`src/rtl/pipe_operand_fifo.sv`:
```
// FWFT elastic operand buffer with registered full/rdy and sticky ovf/udf.
// Define PIPE_FIFO_LEVEL_EN to expose the occupancy count on a level port.
module pipe_operand_fifo #(
    parameter int DataWidth = 32,
    parameter int AddrWidth = 2
) (
    input  logic                 clk,
    input  logic                 rst,
    input  logic                 clr,
    input  logic                 wen,
    input  logic [DataWidth-1:0] wdata,
    output logic                 full,
    input  logic                 ren,
    output logic [DataWidth-1:0] rdata,
    output logic                 rdy,
    output logic                 ovf,
    output logic                 udf
`ifdef PIPE_FIFO_LEVEL_EN
    ,
    output logic [AddrWidth:0]   level
`endif
);

    localparam int Depth = 2 ** AddrWidth;
    localparam int CW    = AddrWidth + 1;
    localparam logic [AddrWidth:0] DepthCnt = {1'b1, {AddrWidth{1'b0}}};

    logic [DataWidth-1:0] mem_q [Depth];

    logic [AddrWidth-1:0] wptr_q, wptr_d;
    logic [AddrWidth-1:0] rptr_q, rptr_d;
    logic [AddrWidth:0]   count_q, count_d;
    logic                 full_q, full_d;
    logic                 rdy_q, rdy_d;
    logic                 ovf_q, ovf_d;
    logic                 udf_q, udf_d;
    logic                 wacc, racc;

    // Acceptance is judged against the registered flags, not the live count.
    assign wacc = wen && !full_q;
    assign racc = ren && rdy_q;

    always_comb begin
        wptr_d  = wptr_q;
        rptr_d  = rptr_q;
        count_d = count_q;
        full_d  = full_q;
        rdy_d   = rdy_q;
        ovf_d   = ovf_q;
        udf_d   = udf_q;
        if (clr) begin
            wptr_d  = '0;
            rptr_d  = '0;
            count_d = '0;
            full_d  = 1'b0;
            rdy_d   = 1'b0;
            ovf_d   = 1'b0;
            udf_d   = 1'b0;
        end else begin
            wptr_d  = wptr_q + AddrWidth'(wacc);
            rptr_d  = rptr_q + AddrWidth'(racc);
            count_d = count_q + CW'(wacc) - CW'(racc);
            full_d  = (count_d == DepthCnt);
            rdy_d   = (count_d != '0);
            ovf_d   = ovf_q | (wen & full_q);
            udf_d   = udf_q | (ren & ~rdy_q);
        end
    end

    always_ff @(posedge clk) begin
        if (rst) begin
            wptr_q  <= '0;
            rptr_q  <= '0;
            count_q <= '0;
            full_q  <= 1'b0;
            rdy_q   <= 1'b0;
            ovf_q   <= 1'b0;
            udf_q   <= 1'b0;
        end else begin
            wptr_q  <= wptr_d;
            rptr_q  <= rptr_d;
            count_q <= count_d;
            full_q  <= full_d;
            rdy_q   <= rdy_d;
            ovf_q   <= ovf_d;
            udf_q   <= udf_d;
        end
    end

    // Storage carries no reset; only accepted writes touch it.
    always_ff @(posedge clk) begin
        if (!rst && !clr && wacc) begin
            mem_q[wptr_q] <= wdata;
        end
    end

    assign rdata = mem_q[rptr_q];
    assign full  = full_q;
    assign rdy   = rdy_q;
    assign ovf   = ovf_q;
    assign udf   = udf_q;
`ifdef PIPE_FIFO_LEVEL_EN
    assign level = count_q;
`endif

endmodule

```
`config.mk`:
```
export PLATFORM = sky130hd
export DESIGN_NAME = pipe_operand_fifo
export DESIGN_NICKNAME = d
export VERILOG_FILES = /design/src/rtl/pipe_operand_fifo.sv
export SDC_FILE = /design/constraint.sdc
export NUM_CORES = 1
export LEC_CHECK = 0
export BUFFER_PORTS_ARGS = -buffer_cell sky130_fd_sc_hd__buf_4
export CAP_MARGIN = 0
export CORE_MARGIN = 2
export CORE_UTILIZATION = 61
export CTS_CLUSTER_SIZE = 20
export DETAILED_ROUTE_END_ITERATION = 8
export PLACE_DENSITY = 0.9
export SYNTH_ARGS = -nofsm -noshare
export SYNTH_HDL_FRONTEND = slang
export SYNTH_SLANG_ARGS = --single-unit
```
`constraint.sdc`:
```
create_clock -name clk -period 7.1 [get_ports clk]
set_input_delay 1.065 -clock clk [delete_from_list [all_inputs] [get_ports clk]]
set_output_delay 1.065 -clock clk [all_outputs]
set_load 0.02 [all_outputs]
```
## After elaboration in Yosys (flattened, before gate mapping)

Memories as Yosys holds them, arrays and structs flattened. A register that Yosys moved wholly into a read port is not among the register bits.
Cells that the tools add are included.

| storage, ports and cells | value |
|---|---|
| register bits after elaboration | 11 |
| RAM bits | 128 |
| input bits | 37 |
| output and inout port bits | 36 |
| logic and storage cells | 30 |
| memories | 1 |

| operators by class | value |
|---|---|
| $add $sub $neg | 4 |
| eq/ne operators | 1 |
| mux-type cells | 3 |
| bitwise gates (word level) | 5 |
| reductions and logical operators | 9 |

Memory list:

| memory | depth | width | rd ports | clocked after memory_dff | write ports | RTL line | text |
|---|---|---|---|---|---|---|---|
| mem_q | 4 | 32 | 1 | 1 | 1 | 28 | `logic [DataWidth-1:0] mem_q [Depth];` |

Operators by type and width:

| kind | number |
|---|---|
| $add A2 B1 Y2 | 2 |
| $logic_and A1 B1 Y1 | 4 |
| $add A3 B1 Y3 | 1 |
| $eq A3 B3 Y1 const B | 1 |
| $logic_not A1 Y1 | 3 |
| $reduce_bool A3 Y1 | 1 |
| $sub A3 B1 Y3 | 1 |
| $and A1 B1 Y1 | 2 |
| $mux W1 | 2 |
| $mux W2 | 1 |
| $or A1 B1 Y1 | 2 |
| $reduce_or A2 Y1 | 1 |
| $not A1 Y1 | 1 |

## Longest topological paths before layout

| logic depth | value |
|---|---|
| depth after elaboration | 5 |
| mapped depth | 7 |
| mapped depth without buffers | 7 |

## Least setup slack after synthesis

No wires, ideal clock.

| path | value |
|---|---|
| path type | input-to-reg |
| from | in clr |
| to | mem mem_q[2][0] (enable) |
| library setup time | 0.513 ns |
| arrival | 4.724 ns |
| required time | 6.587 ns |
| path slack | 1.863 ns |
| stages on the path | 2 |
| path buffers | 0 |
| path through | or2_2 -> nor4b_1 |

| on the way | value |
|---|---|
| word-level cells in the longest chain between the ends | 5 |

RTL lines:

| item | RTL line | text |
|---|---|---|
| start, declared | 9 | `input logic clr,` |
| $logic_not A1 Y1 | 92 | `if (!rst && !clr && wacc) begin` |
| $logic_and A1 B1 Y1 (2 in a row) | 92 |  |
| $mux W1 | 92 |  |
| $mux W1 (implied by the code) | 93 | `mem_q[wptr_q] <= wdata;` |
| end, declared | 28 |  |

Every way passes these cells.

==> results.sh <==
export IMPL_io_buffer_count=72
export IMPL_syn_inst=217
export IMPL_cp_max_fo=23
export IMPL_cts_sinks=139
export IMPL_slew_headroom=0.213
export IMPL_setup_slack_ns=3.65
export IMPL_viasPerCell=5.92
export IMPL_hold_buffers=0
export IMPL_cap_violations=0
export IMPL_drt_wl_total_mm=9.55
export IMPL_die_x_um=95.7
export IMPL_first_pass_iters=4
export IMPL_cp_arrival_ns=2.38
export IMPL_cts_clk_slew_worst_paths_ns=0.06
export IMPL_first_iter_violations=246
export IMPL_row_count=33
export IMPL_cts_root_buf="clkbuf_8"
export IMPL_cp_common_cell="buf_4"
export IMPL_finalSetupViolations=0
export IMPL_vdd_ir_drop_max_mv=0.224
export IMPL_cts_tree="built"
export IMPL_core_um2=8180
export IMPL_cp_cell_sequence="buf_4 > mux4_1 > buf_4"
export IMPL_end_kind="output port"
export IMPL_leakage_nw=2.16
export IMPL_initial_utilization=0.628
export IMPL_die_y_um=95.7
export IMPL_worst_pin_slew_ns=1.17
export IMPL_synth_area_um2=5130
export IMPL_nets=343
export IMPL_top_level_ports=73
export IMPL_cts_max_path_buffers=2
export IMPL_cellPowerDensity_nw_per_um2=292
export IMPL_finalWeightedCongestion=0.716
export IMPL_fin_tns_setup_ns=0
export IMPL_hold_viol=0
export IMPL_postCtsSetupRepairBufs=0
export IMPL_fin_skew_ns=0.00683
export IMPL_slowest_stage="mux4_1"
export IMPL_detail_route_antenna_nets=0
export IMPL_dp_worst_setup_slack_ns=3.78
export IMPL_slowest_delay_ns=0.64
export IMPL_yosysSeqAreaShare=0.792
export IMPL_ys_ff_latch=139
export IMPL_antenna_found_initial=0
export IMPL_min_period_ns=3.45
export IMPL_die_area_um2=9170
export IMPL_syn_num_nets=257
export IMPL_drv_slew=0
export IMPL_avgRoutedWirePerCell_um=22.7
export IMPL_worstPathRequired_ns=6.03
export IMPL_hold_path_class="reg -> reg"
export IMPL_startpoint_type="flip-flop"
export IMPL_grt_usage=0.229
export IMPL_rsz0062_at_grt="no"
export IMPL_drc_errors=0
export IMPL_via_count=2487
export IMPL_cts_resized=0
export IMPL_grt_pass1_wl_mm=14.5
export IMPL_h_tree_depth=4
export IMPL_worstSkewPairLatency_ns=0.51
export IMPL_fin_crit_sh=0.486
export IMPL_critical_path_class="reg -> out"
export IMPL_syn_avg_cell_area_um2=23.7
export IMPL_grt_pass1_vias=2592
export IMPL_area_growth_synth_to_final_pct=23.6
export IMPL_fmax_ghz=0.290
export IMPL_yosysWarnings=0
export IMPL_grt_max_degree=34
export IMPL_outcome="completed"
export IMPL_cts_buffers=17
export IMPL_n_antenna_cell=0
export IMPL_dpl_hpwl_mm=5.40
export IMPL_post_route_cells_drive_above_1_share=0.448
export IMPL_ys_types=23
export IMPL_grt_ovfl_total=0
-- synth_stat cells (all sizes together) --
cell type / instances / share of area
nor2: 8 / 0.0058
nor4: 3 / 0.0037
mux4: 32 / 0.14
xnor2: 3 / 0.0051
a21oi: 3 / 0.0029
or2: 1 / 0.0012
ha: 2 / 0.0049
edfxtp: 128 / 0.75
clkbuf: 1 / 0.00073
inv: 4 / 0.0029
xor2: 3 / 0.0051
nand2: 1 / 0.00073
and2: 3 / 0.0037
and4: 1 / 0.0017
nand2b: 1 / 0.0012
fa: 1 / 0.0039
nor4b: 1 / 0.0017
buf: 8 / 0.018
nand3: 2 / 0.0019
dfxtp: 11 / 0.043
-- cells in the final DEF, fill, tap and decap left out, drive strengths merged --
cell      Yosys  routed
mux4         32      32
fa            1       1
nor4b         1       1
nor2          8       8
and4          1       1
and2          3       3
xor2          3       3
nor4          3       3
a21oi         3       3
bufinv        0       3
edfxtp      128     128
or2           1       1
ha            2       2
clkbuf        1      17
xnor2         3       3
dfxtp        11      11
nand2         1       1
clkinvlp      0       3
nand2b        1       1
clkinv        0       5
inv           4       7
buf           8      76
nand3         2       2
-- cells by family (layout without fill, tap and decap cells) --
family                   Yosys count  in the layout  share of synthesized area
multiplexers                      32             32                      0.143
buffers and inverters             13            111                     0.0214
adder cells (fa/ha/maj)            3              3                    0.00877
flip-flops                       139            139                      0.792
AND/OR/NAND/NOR                   21             21                     0.0217
AO/OA/AOI/OAI                      3              3                    0.00292
XOR/XNOR                           6              6                     0.0102
-- critical path: cells and delay by family, from the launching register on --
kind                   cells  cell delay [ns]
DFF                        1             0.56
muxes                      1             0.64
buffers and inverters      2             0.67
-- where the power goes --
group | total [W] | internal, W | switching [W]
combinational | 0.0000815 | 0.0000389 | 0.0000425
clock | 0.000858 | 0.000534 | 0.000324
sequential | 0.000911 | 0.000905 | 0.00000533
-- metrics by stage --
step | hold slack [ns] | util | total power (W) | cell area (µm²) | cells
final | 0.500 | 0.776 | 0.00185 | 6350 | 420
after global routing | 0.546 | 0.776 | 0.00191 | 6350 | 420
after CTS | 0.513 | 0.776 | 0.00187 | 6350 | 420
after detailed placement | 0.491 | 0.705 | 0.00101 | 5760 | 389
after global placement | 0.459 | 0.705 | 0.00100 | 5760 | 389
after floorplan | 0.521 | - | 0.000967 | 5130 | 217
-- flip-flops by register name, summed over array words and instances (netlist names) --
name and count:
rdy 1, udf 1, count_q 3, ovf 1, wptr_q 2, full 1, rptr_q 2, mem_q 128
-- worst paths after layout --
kind,startpoint,to,slack (ns),cells past startpoint
setup / recovery,rptr_q[0]$_SDFF_PP0_,rdata[31],3.65,3
hold / removal,udf$_SDFF_PP0_,udf$_SDFF_PP0_,0.50,2
setup reg to reg,full$_SDFF_PP0_,mem_q[1][18]$_DFFE_PP_,4.66,3
hold reg to reg,udf$_SDFF_PP0_,udf$_SDFF_PP0_,0.50,2
-- routing by layer --
metal | part of all wire | global-route usage | up-vias
li1 | - | - | 1073
met1 | 0.38 | 0.301 | 1277
met2 | 0.52 | 0.361 | 120
met3 | 0.076 | 0.0681 | 17
met4 | 0.023 | 0.101 | 0
met5 | 0 | 0 | -
-- layout make-up --
cell class              count  area [µm²]
inverters                   4        15.0
clock buffers              17         414
fillers                   426        1830
well taps                 105         131
repair buffers             76         571
flip-flops and latches    139        4070
multi-input cells          65         980
clock inverters            14         170
Power figures use the tool's default switching activity.
